**config.mk**
```make
export PLATFORM = sky130hd
export DESIGN_NAME = ppu_bg_line_fetch_flat
export DESIGN_NICKNAME = d
export VERILOG_FILES = /design/src/rtl/ppu_pkg.sv /design/src/rtl/ppu_bg_line_fetch_if.sv /design/src/rtl/ppu_bg_pixel_shifter.sv /design/src/rtl/ppu_bg_line_fetch.sv /design/src/flat_wrapper.sv
export SDC_FILE = /design/constraint.sdc
export NUM_CORES = 1
export LEC_CHECK = 0
export CORE_MARGIN = 1
export CORE_UTILIZATION = 56
export DETAILED_ROUTE_END_ITERATION = 12
export PLACE_DENSITY = 0.91
export RECOVER_POWER = 50
export SLEW_MARGIN = 20
export SYNTH_ARGS = -nofsm -noshare
export SYNTH_HDL_FRONTEND = slang
export SYNTH_HIERARCHICAL = 1
export SYNTH_SLANG_ARGS = --single-unit
export TNS_END_PERCENT = 10
```
**constraint.sdc**
```tcl
create_clock -name clk -period 7.18 [get_ports clk]
set_clock_uncertainty 0.15 [all_clocks]
set_input_delay 1.436 -clock clk [delete_from_list [all_inputs] [get_ports clk]]
set_output_delay 1.436 -clock clk [all_outputs]
set_load 0.005 [all_outputs]
```
**src/rtl/ppu_pkg.sv**
```systemverilog
// Shared PPU types and constants for the background line fetcher.
package ppu_pkg;

    // Tile map geometry and VRAM port-A address widths
    localparam int MAP_COLS  = 64;
    localparam int MAP_ROWS  = 64;
    localparam int TILRAM_AW = 12;
    localparam int PATRAM_AW = 13;

    // One output scanline and the number of tiles needed to cover it at any fine scroll
    localparam int LINE_W         = 256;
    localparam int TILES_PER_LINE = 33;

    // Tile RAM entry: [9:0] tile id, [13:10] palette, [14] hflip, [15] vflip
    typedef struct packed {
        logic       vflip;
        logic       hflip;
        logic [3:0] palette;
        logic [9:0] tile_id;
    } tile_entry_t;

    // Line-buffer pixel index
    typedef struct packed {
        logic [3:0] palette;
        logic [3:0] colour;
    } pix_idx_t;

    typedef enum logic [1:0] {
        ST_IDLE,
        ST_FETCH,
        ST_EMIT,
        ST_DONE
    } fetch_state_t;

    // Pixel x of a 4-bpp pattern row lives in bits [4x+3:4x]
    function automatic logic [3:0] pat_nibble(input logic [31:0] row, input logic [2:0] x);
        return row[{x, 2'b00} +: 4];
    endfunction

endpackage

```
**src/rtl/ppu_bg_line_fetch_if.sv**
```systemverilog
// Control, VRAM read and line-buffer write signals of the background fetcher.
interface ppu_bg_line_fetch_if;
    import ppu_pkg::*;

    logic                 i_start;
    logic [7:0]           i_line;
    logic [8:0]           i_scroll_x;
    logic [8:0]           i_scroll_y;
    logic                 o_busy;
    logic                 o_done;
    logic [TILRAM_AW-1:0] o_tilram_addr;
    logic [15:0]          i_tilram_rddata;
    logic [PATRAM_AW-1:0] o_patram_addr;
    logic [31:0]          i_patram_rddata;
    logic                 o_lb_wren;
    logic [7:0]           o_lb_addr;
    logic [7:0]           o_lb_wrdata;

    // Fetcher side
    modport master (
        input  i_start, i_line, i_scroll_x, i_scroll_y, i_tilram_rddata, i_patram_rddata,
        output o_busy, o_done, o_tilram_addr, o_patram_addr, o_lb_wren, o_lb_addr, o_lb_wrdata
    );

    // Sequencer / VRAM / line-buffer side
    modport slave (
        output i_start, i_line, i_scroll_x, i_scroll_y, i_tilram_rddata, i_patram_rddata,
        input  o_busy, o_done, o_tilram_addr, o_patram_addr, o_lb_wren, o_lb_addr, o_lb_wrdata
    );

endinterface

```
**src/rtl/ppu_bg_pixel_shifter.sv**
```systemverilog
// Turns one 4-bpp pattern row into 8 consecutive {palette, colour} pixels.
module ppu_bg_pixel_shifter
    import ppu_pkg::*;
(
    input  logic        clk,
    input  logic        rst_n,
    input  logic        load,
    input  logic        en,
    input  logic [31:0] row,
    input  logic [3:0]  palette,
    input  logic        hflip,
    output pix_idx_t    pix
);

    logic [31:0] row_reg;
    logic [3:0]  pal_reg;
    logic        hflip_reg;
    logic [2:0]  x_reg;
    pix_idx_t    pix_reg;

    // Load emits pixel 0 straight away; each enabled cycle after emits the next pixel
    always_ff @(posedge clk or negedge rst_n) begin
        if (!rst_n) begin
            row_reg   <= '0;
            pal_reg   <= '0;
            hflip_reg <= 1'b0;
            x_reg     <= '0;
            pix_reg   <= '0;
        end else if (load) begin
            row_reg   <= row;
            pal_reg   <= palette;
            hflip_reg <= hflip;
            x_reg     <= 3'd1;
            pix_reg   <= {palette, pat_nibble(row, hflip ? 3'd7 : 3'd0)};
        end else if (en) begin
            x_reg     <= x_reg + 3'd1;
            // 7 - x is the bitwise complement for a 3-bit index
            pix_reg   <= {pal_reg, pat_nibble(row_reg, hflip_reg ? ~x_reg : x_reg)};
        end
    end

    assign pix = pix_reg;

endmodule

```
**src/rtl/ppu_bg_line_fetch.sv**
```systemverilog
// Background scanline fetcher: scrolled tile-map walk, pattern fetch, line-buffer write.
module ppu_bg_line_fetch
    import ppu_pkg::*;
(
    input  logic                 clk,
    input  logic                 rst_n,
    ppu_bg_line_fetch_if.master  bus
);

    fetch_state_t state_reg, state_next;

    // cnt_reg holds the cycle number relative to the accepted start (1 in the first busy cycle)
    logic [8:0]           cnt_reg;
    logic [2:0]           fine_x_reg;
    logic [5:0]           col0_reg;
    logic [5:0]           tile_row_reg;
    logic [2:0]           fine_y_reg;
    logic [3:0]           pal_reg;
    logic                 hflip_reg;
    logic [TILRAM_AW-1:0] tilram_addr_reg;
    logic [PATRAM_AW-1:0] patram_addr_reg;
    logic                 lb_wren_reg;
    logic [7:0]           lb_addr_reg;

    logic        busy, done, accept, last_wr, wr_next, tile_slot_ok, shift_load;
    logic [8:0]  y_sum;
    tile_entry_t entry;
    pix_idx_t    pix;

    assign y_sum        = {1'b0, bus.i_line} + bus.i_scroll_y;
    assign entry        = bus.i_tilram_rddata;
    assign accept       = (state_reg == ST_IDLE) && bus.i_start;
    assign last_wr      = lb_wren_reg && (lb_addr_reg == 8'(LINE_W - 1));
    // Only tiles 0..32 are ever fetched; later slots keep addresses where they are
    assign tile_slot_ok = (cnt_reg[8:3] <= 6'(TILES_PER_LINE - 1));
    assign shift_load   = busy && tile_slot_ok && (cnt_reg[2:0] == 3'd4);
    // Raw pixel (cnt - 4) is emitted next cycle; skip the first fine_x and stop after 256
    assign wr_next      = busy && !last_wr && (cnt_reg >= ({6'd0, fine_x_reg} + 9'd4));

    // State register
    always_ff @(posedge clk or negedge rst_n) begin
        if (!rst_n) state_reg <= ST_IDLE;
        else        state_reg <= state_next;
    end

    // Next-state and status outputs
    always_comb begin
        state_next = state_reg;
        busy       = 1'b0;
        done       = 1'b0;
        case (state_reg)
            ST_IDLE:  if (bus.i_start) state_next = ST_FETCH;
            ST_FETCH: begin
                busy = 1'b1;
                if (cnt_reg[2:0] == 3'd4) state_next = ST_EMIT;
            end
            ST_EMIT: begin
                busy = 1'b1;
                if (last_wr) state_next = ST_DONE;
            end
            ST_DONE: begin
                done       = 1'b1;
                state_next = ST_IDLE;
            end
            default: state_next = ST_IDLE;
        endcase
    end

    // Fetch pipeline: tile k address at 8k, pattern address at 8k+2, row load at 8k+4
    always_ff @(posedge clk or negedge rst_n) begin
        if (!rst_n) begin
            cnt_reg         <= '0;
            fine_x_reg      <= '0;
            col0_reg        <= '0;
            tile_row_reg    <= '0;
            fine_y_reg      <= '0;
            pal_reg         <= '0;
            hflip_reg       <= 1'b0;
            tilram_addr_reg <= '0;
            patram_addr_reg <= '0;
        end else if (accept) begin
            cnt_reg         <= 9'd1;
            fine_x_reg      <= bus.i_scroll_x[2:0];
            col0_reg        <= bus.i_scroll_x[8:3];
            tile_row_reg    <= y_sum[8:3];
            fine_y_reg      <= y_sum[2:0];
            tilram_addr_reg <= {y_sum[8:3], bus.i_scroll_x[8:3]};
        end else if (busy) begin
            cnt_reg <= cnt_reg + 9'd1;
            if (tile_slot_ok && cnt_reg[2:0] == 3'd0)
                tilram_addr_reg <= {tile_row_reg, 6'(col0_reg + cnt_reg[8:3])};
            if (tile_slot_ok && cnt_reg[2:0] == 3'd2) begin
                // vflip mirrors the row: 7 - fine_y is the complement
                patram_addr_reg <= {entry.tile_id, fine_y_reg ^ {3{entry.vflip}}};
                pal_reg         <= entry.palette;
                hflip_reg       <= entry.hflip;
            end
        end
    end

    // Line-buffer write strobe and ascending address
    always_ff @(posedge clk or negedge rst_n) begin
        if (!rst_n) begin
            lb_wren_reg <= 1'b0;
            lb_addr_reg <= '0;
        end else begin
            lb_wren_reg <= wr_next;
            if (wr_next)
                lb_addr_reg <= lb_wren_reg ? lb_addr_reg + 8'd1 : 8'd0;
        end
    end

    ppu_bg_pixel_shifter u_shifter (
        .clk     (clk),
        .rst_n   (rst_n),
        .load    (shift_load),
        .en      (busy),
        .row     (bus.i_patram_rddata),
        .palette (pal_reg),
        .hflip   (hflip_reg),
        .pix     (pix)
    );

    assign bus.o_busy        = busy;
    assign bus.o_done        = done;
    assign bus.o_tilram_addr = tilram_addr_reg;
    assign bus.o_patram_addr = patram_addr_reg;
    assign bus.o_lb_wren     = lb_wren_reg;
    assign bus.o_lb_addr     = lb_addr_reg;
    assign bus.o_lb_wrdata   = pix;

endmodule

```
**src/flat_wrapper.sv**
```systemverilog
// flat-port wrapper written by rule: the top's interface ports become plain ports
module ppu_bg_line_fetch_flat import ppu_pkg::*;
  (clk, rst_n, bus_i_start, bus_i_line, bus_i_scroll_x, bus_i_scroll_y, bus_i_tilram_rddata, bus_i_patram_rddata, bus_o_busy, bus_o_done, bus_o_tilram_addr, bus_o_patram_addr, bus_o_lb_wren, bus_o_lb_addr, bus_o_lb_wrdata);
  ppu_bg_line_fetch_if bus_i ();
  input  logic clk;
  input  logic rst_n;
  input wire logic [$bits(bus_i.i_start)-1:0] bus_i_start;
  input wire logic [$bits(bus_i.i_line)-1:0] bus_i_line;
  input wire logic [$bits(bus_i.i_scroll_x)-1:0] bus_i_scroll_x;
  input wire logic [$bits(bus_i.i_scroll_y)-1:0] bus_i_scroll_y;
  input wire logic [$bits(bus_i.i_tilram_rddata)-1:0] bus_i_tilram_rddata;
  input wire logic [$bits(bus_i.i_patram_rddata)-1:0] bus_i_patram_rddata;
  output wire logic [$bits(bus_i.o_busy)-1:0] bus_o_busy;
  output wire logic [$bits(bus_i.o_done)-1:0] bus_o_done;
  output wire logic [$bits(bus_i.o_tilram_addr)-1:0] bus_o_tilram_addr;
  output wire logic [$bits(bus_i.o_patram_addr)-1:0] bus_o_patram_addr;
  output wire logic [$bits(bus_i.o_lb_wren)-1:0] bus_o_lb_wren;
  output wire logic [$bits(bus_i.o_lb_addr)-1:0] bus_o_lb_addr;
  output wire logic [$bits(bus_i.o_lb_wrdata)-1:0] bus_o_lb_wrdata;
  assign bus_i.i_start = bus_i_start;
  assign bus_i.i_line = bus_i_line;
  assign bus_i.i_scroll_x = bus_i_scroll_x;
  assign bus_i.i_scroll_y = bus_i_scroll_y;
  assign bus_i.i_tilram_rddata = bus_i_tilram_rddata;
  assign bus_i.i_patram_rddata = bus_i_patram_rddata;
  assign bus_o_busy = bus_i.o_busy;
  assign bus_o_done = bus_i.o_done;
  assign bus_o_tilram_addr = bus_i.o_tilram_addr;
  assign bus_o_patram_addr = bus_i.o_patram_addr;
  assign bus_o_lb_wren = bus_i.o_lb_wren;
  assign bus_o_lb_addr = bus_i.o_lb_addr;
  assign bus_o_lb_wrdata = bus_i.o_lb_wrdata;
  ppu_bg_line_fetch u_core (.clk(clk), .rst_n(rst_n), .bus(bus_i));
endmodule
```
==> impl_metrics.json <==
{
  "status": "finished, violations left",
  "violations": "capacitance limit, slew limit",
  "relSlewSlack": -1.022,
  "largest_reg_flops": 32,
  "startpoint_type": "primary input",
  "setup_ws_ps": 2459,
  "clkTransAtPathRegs_ps": 60,
  "path_buf_inv": 2,
  "critPathMaxStageDelay_ps": 2100,
  "holdWs_ps": 331.2,
  "reg2reg_depth": 5,
  "grt-ovfl-total": 0,
  "postCtsHoldBufs": 0,
  "r2r_end": "u_core/u_shifter/pix[0]$_DFFE_PN0P_",
  "synth_top_area_cell": "dfrtp_1",
  "rows": 37,
  "syn_area_per_cell_um2": 11.67,
  "routed_via_density": 5.897,
  "syn_nets": 619,
  "pin_count": 121,
  "yosysWarnings": 6,
  "yosysUniqueCellTypes": 52,
  "tritoncts": "done",
  "crit_family": "buffers and inverters",
  "n_antenna_cell": 0,
  "routabilityCongestion": 0.8487,
  "holdPathEnd": "u_core/col0_reg[3]$_DFFE_PN0P_",
  "worstMarginPinSlew_ps": 3033,
  "wl_per_cell_um": 18.32,
  "syn_inst": 513,
  "first_pass_iters": 4,
  "yosys.area.top_type_share": 0.4848,
  "synthTopCellsByArea": "dfrtp_1, mux2_2, ha_1",
  "grt_antenna_before_repair": 0,
  "clock_latency_ps": 510,
  "dp_hpwl_um": 9608,
  "die_y_um": 105.4,
  "synth-seq-area-share": 0.4848,
  "vias": 4600,
  "port_buffers": 120,
  "grt_pass1_vias": 4892,
  "cp.required_ps": 7390,
  "initial_utilization": 0.5799,
  "slowest_stage": "clkbuf_1",
  "drt_wl_total_um": 14290,
  "power_per_cell_area_mw_per_mm2": 213.3,
  "max_freq_mhz": 211.8,
  "grt_start_max_net_pins": 60,
  "cp_max_fo": 59,
  "ctsResizeCount": 0,
  "cap_viol_max_count": 1,
  "syn_to_final_growth_pct": 30.80,
  "nets": 739,
  "h-tree-depth": 4,
  "hold_viol": 0,
  "fill_cells": 648,
  "period_needed_ps": 4721,
  "critical_path.cell_chain": "clkbuf_1, clkbuf_2",
  "dieWidth_um": 105.4,
  "grt_pass1_wl_um": 23760,
  "cp_data_arrival_time_ps": 4930,
  "setup-tns-final_ps": 0,
  "p_leak_uw": 0.003389,
  "drtAntennaViolNets": 0,
  "report.final.slew_viol_count": 59,
  "finalPower_uw": 1670,
  "r2r_slack_ps": 3760,
  "core-area_mm2": 0.01032,
  "syn-cell-area_mm2": 0.005987,
  "finalSetupViolations": 0,
  "fin_crit_sh": 0.6576,
  "synth.most_common_cell": "dfrtp_1",
  "postCtsSetupRepairBufs": 0,
  "hold_class": "flip-flop to flip-flop",
  "drt_iter0_drc": 279,
  "pre_cts_ws_ps": 3000,
  "root_buffer": "clkbuf_8",
  "cts_buffers": 17,
  "layout-drive-gt1-share": 0.1351,
  "critical_path_class": "primary input to asynchronous set/reset pin",
  "rsz0062_at_grt": "no",
  "cts.sinks": 116,
  "drc": 0,
  "hold_depth": 2,
  "r2r-start": "u_core/state_reg[0]$_DFFE_PN0P_",
  "ir_drop_uv": 113.5,
  "clk_path_buf_depth": 2,
  "grt.total_usage": 0.2737,
  "synth_common_cells": "dfrtp_1, nand2_1, mux2_2, o21ai_0, nor2_1",
  "synth_edf_count": 0,
  "synth_seq_cells": 116,
  "synth_async_sr_flop_share": 1.000,
  "synth_top_flop_cell": "dfrtp_1",
  "min-delay-start": "u_core/col0_reg[3]$_DFFE_PN0P_",
  "endpoint_kind": "asynchronous set/reset pin",
  "dieArea_mm2": 0.01111
}
where the power goes:
part | switching (uW) | total [uW] | internal, uW | leakage [uW]
sequential | 13.9 | 687 | 673 | 0.00142
combinational | 53.2 | 135 | 82.1 | 0.00168
clock | 287 | 848 | 561 | 0.000289
final cells by class:
class	count	area, um^2	area share
multi-input cells	367	2920	0.3729
flip-flops and latches	116	2903	0.3707
well taps	136	170.2	0.02173
repair buffers	123	1211	0.1547
inverters	8	30.03	0.003834
clock buffers	22	473.0	0.06039
clock inverters	8	123.9	0.01582
through the flow:
step                        util  cell area, um^2  instances
after CTS                 0.7606             7853        780
after detailed placement  0.7028             7256        750
final                     0.7586             7831        780
after global routing      0.7586             7831        780
after global placement    0.7028             7256        750
after floorplan                -             5987        513
logic make-up after synthesis:
logic type | after synthesis | share of synthesized area
multiplexers | 85 | 0.1839
buffers and inverters | 30 | 0.02570
flip-flops | 116 | 0.4848
XOR/XNOR | 20 | 0.02926
AND/OR/NAND/NOR | 129 | 0.09948
adder cells (fa/ha/maj) | 29 | 0.06311
AO/OA/AOI/OAI | 104 | 0.1137
layer usage:
layer | part of all wire | up-vias | global-route usage
met4 | 0.018 | 0 | 0.08551
li1 | - | 2098 | -
met2 | 0.52 | 165 | 0.4676
met5 | 0 | - | 0
met1 | 0.41 | 2310 | 0.3409
met3 | 0.061 | 27 | 0.07050
cells in the final DEF, fill, tap and decap left out, drive strengths merged, types with 3 or more instances in the layout:
| cell type | count |
|---|---|
| nand4 | 5 |
| xnor2 | 11 |
| a221o | 3 |
| a211oi | 4 |
| and2 | 3 |
| ha | 27 |
| xor2 | 9 |
| o21ai | 32 |
| a22oi | 10 |
| bufinv | 3 |
| inv | 9 |
| nor2 | 29 |
| nand2 | 61 |
| and3 | 3 |
| dfrtp | 116 |
| mux2 | 59 |
| mux2i | 14 |
| a21o | 4 |
| clkbuf | 25 |
| mux4 | 12 |
| clkdlybuf4s50 | 118 |
| or3 | 3 |
| nand3 | 4 |
| nor2b | 11 |
| nand2b | 4 |
| o31ai | 6 |
| a21oi | 27 |
worst max path at each step:
stage,endpoint,start,depth (start not counted)
floorplan,u_core/bus.o_tilram_addr[7]$_DFFE_PN0P_,bus_i_line[0],7
global placement,u_core/bus.o_patram_addr[3]$_DFFE_PN0P_,bus_i_start,4
detailed placement,u_core/bus.o_patram_addr[3]$_DFFE_PN0P_,bus_i_start,4
CTS,bus_o_busy,u_core/state_reg[0]$_DFFE_PN0P_,3
global route,u_core/tile_row_reg[2]$_DFFE_PN0P_,rst_n,2
finish,u_core/bus.o_tilram_addr[8]$_DFFE_PN0P_,rst_n,2
worst reg2reg max path, stage by stage (launching register included):
cell and delay, ps:
dfrtp_1 390, inv_1 110, ha_1 720, and4_2 1070
nor2_1 420, a221o_1 450
(Power assumes the default switching activity.)
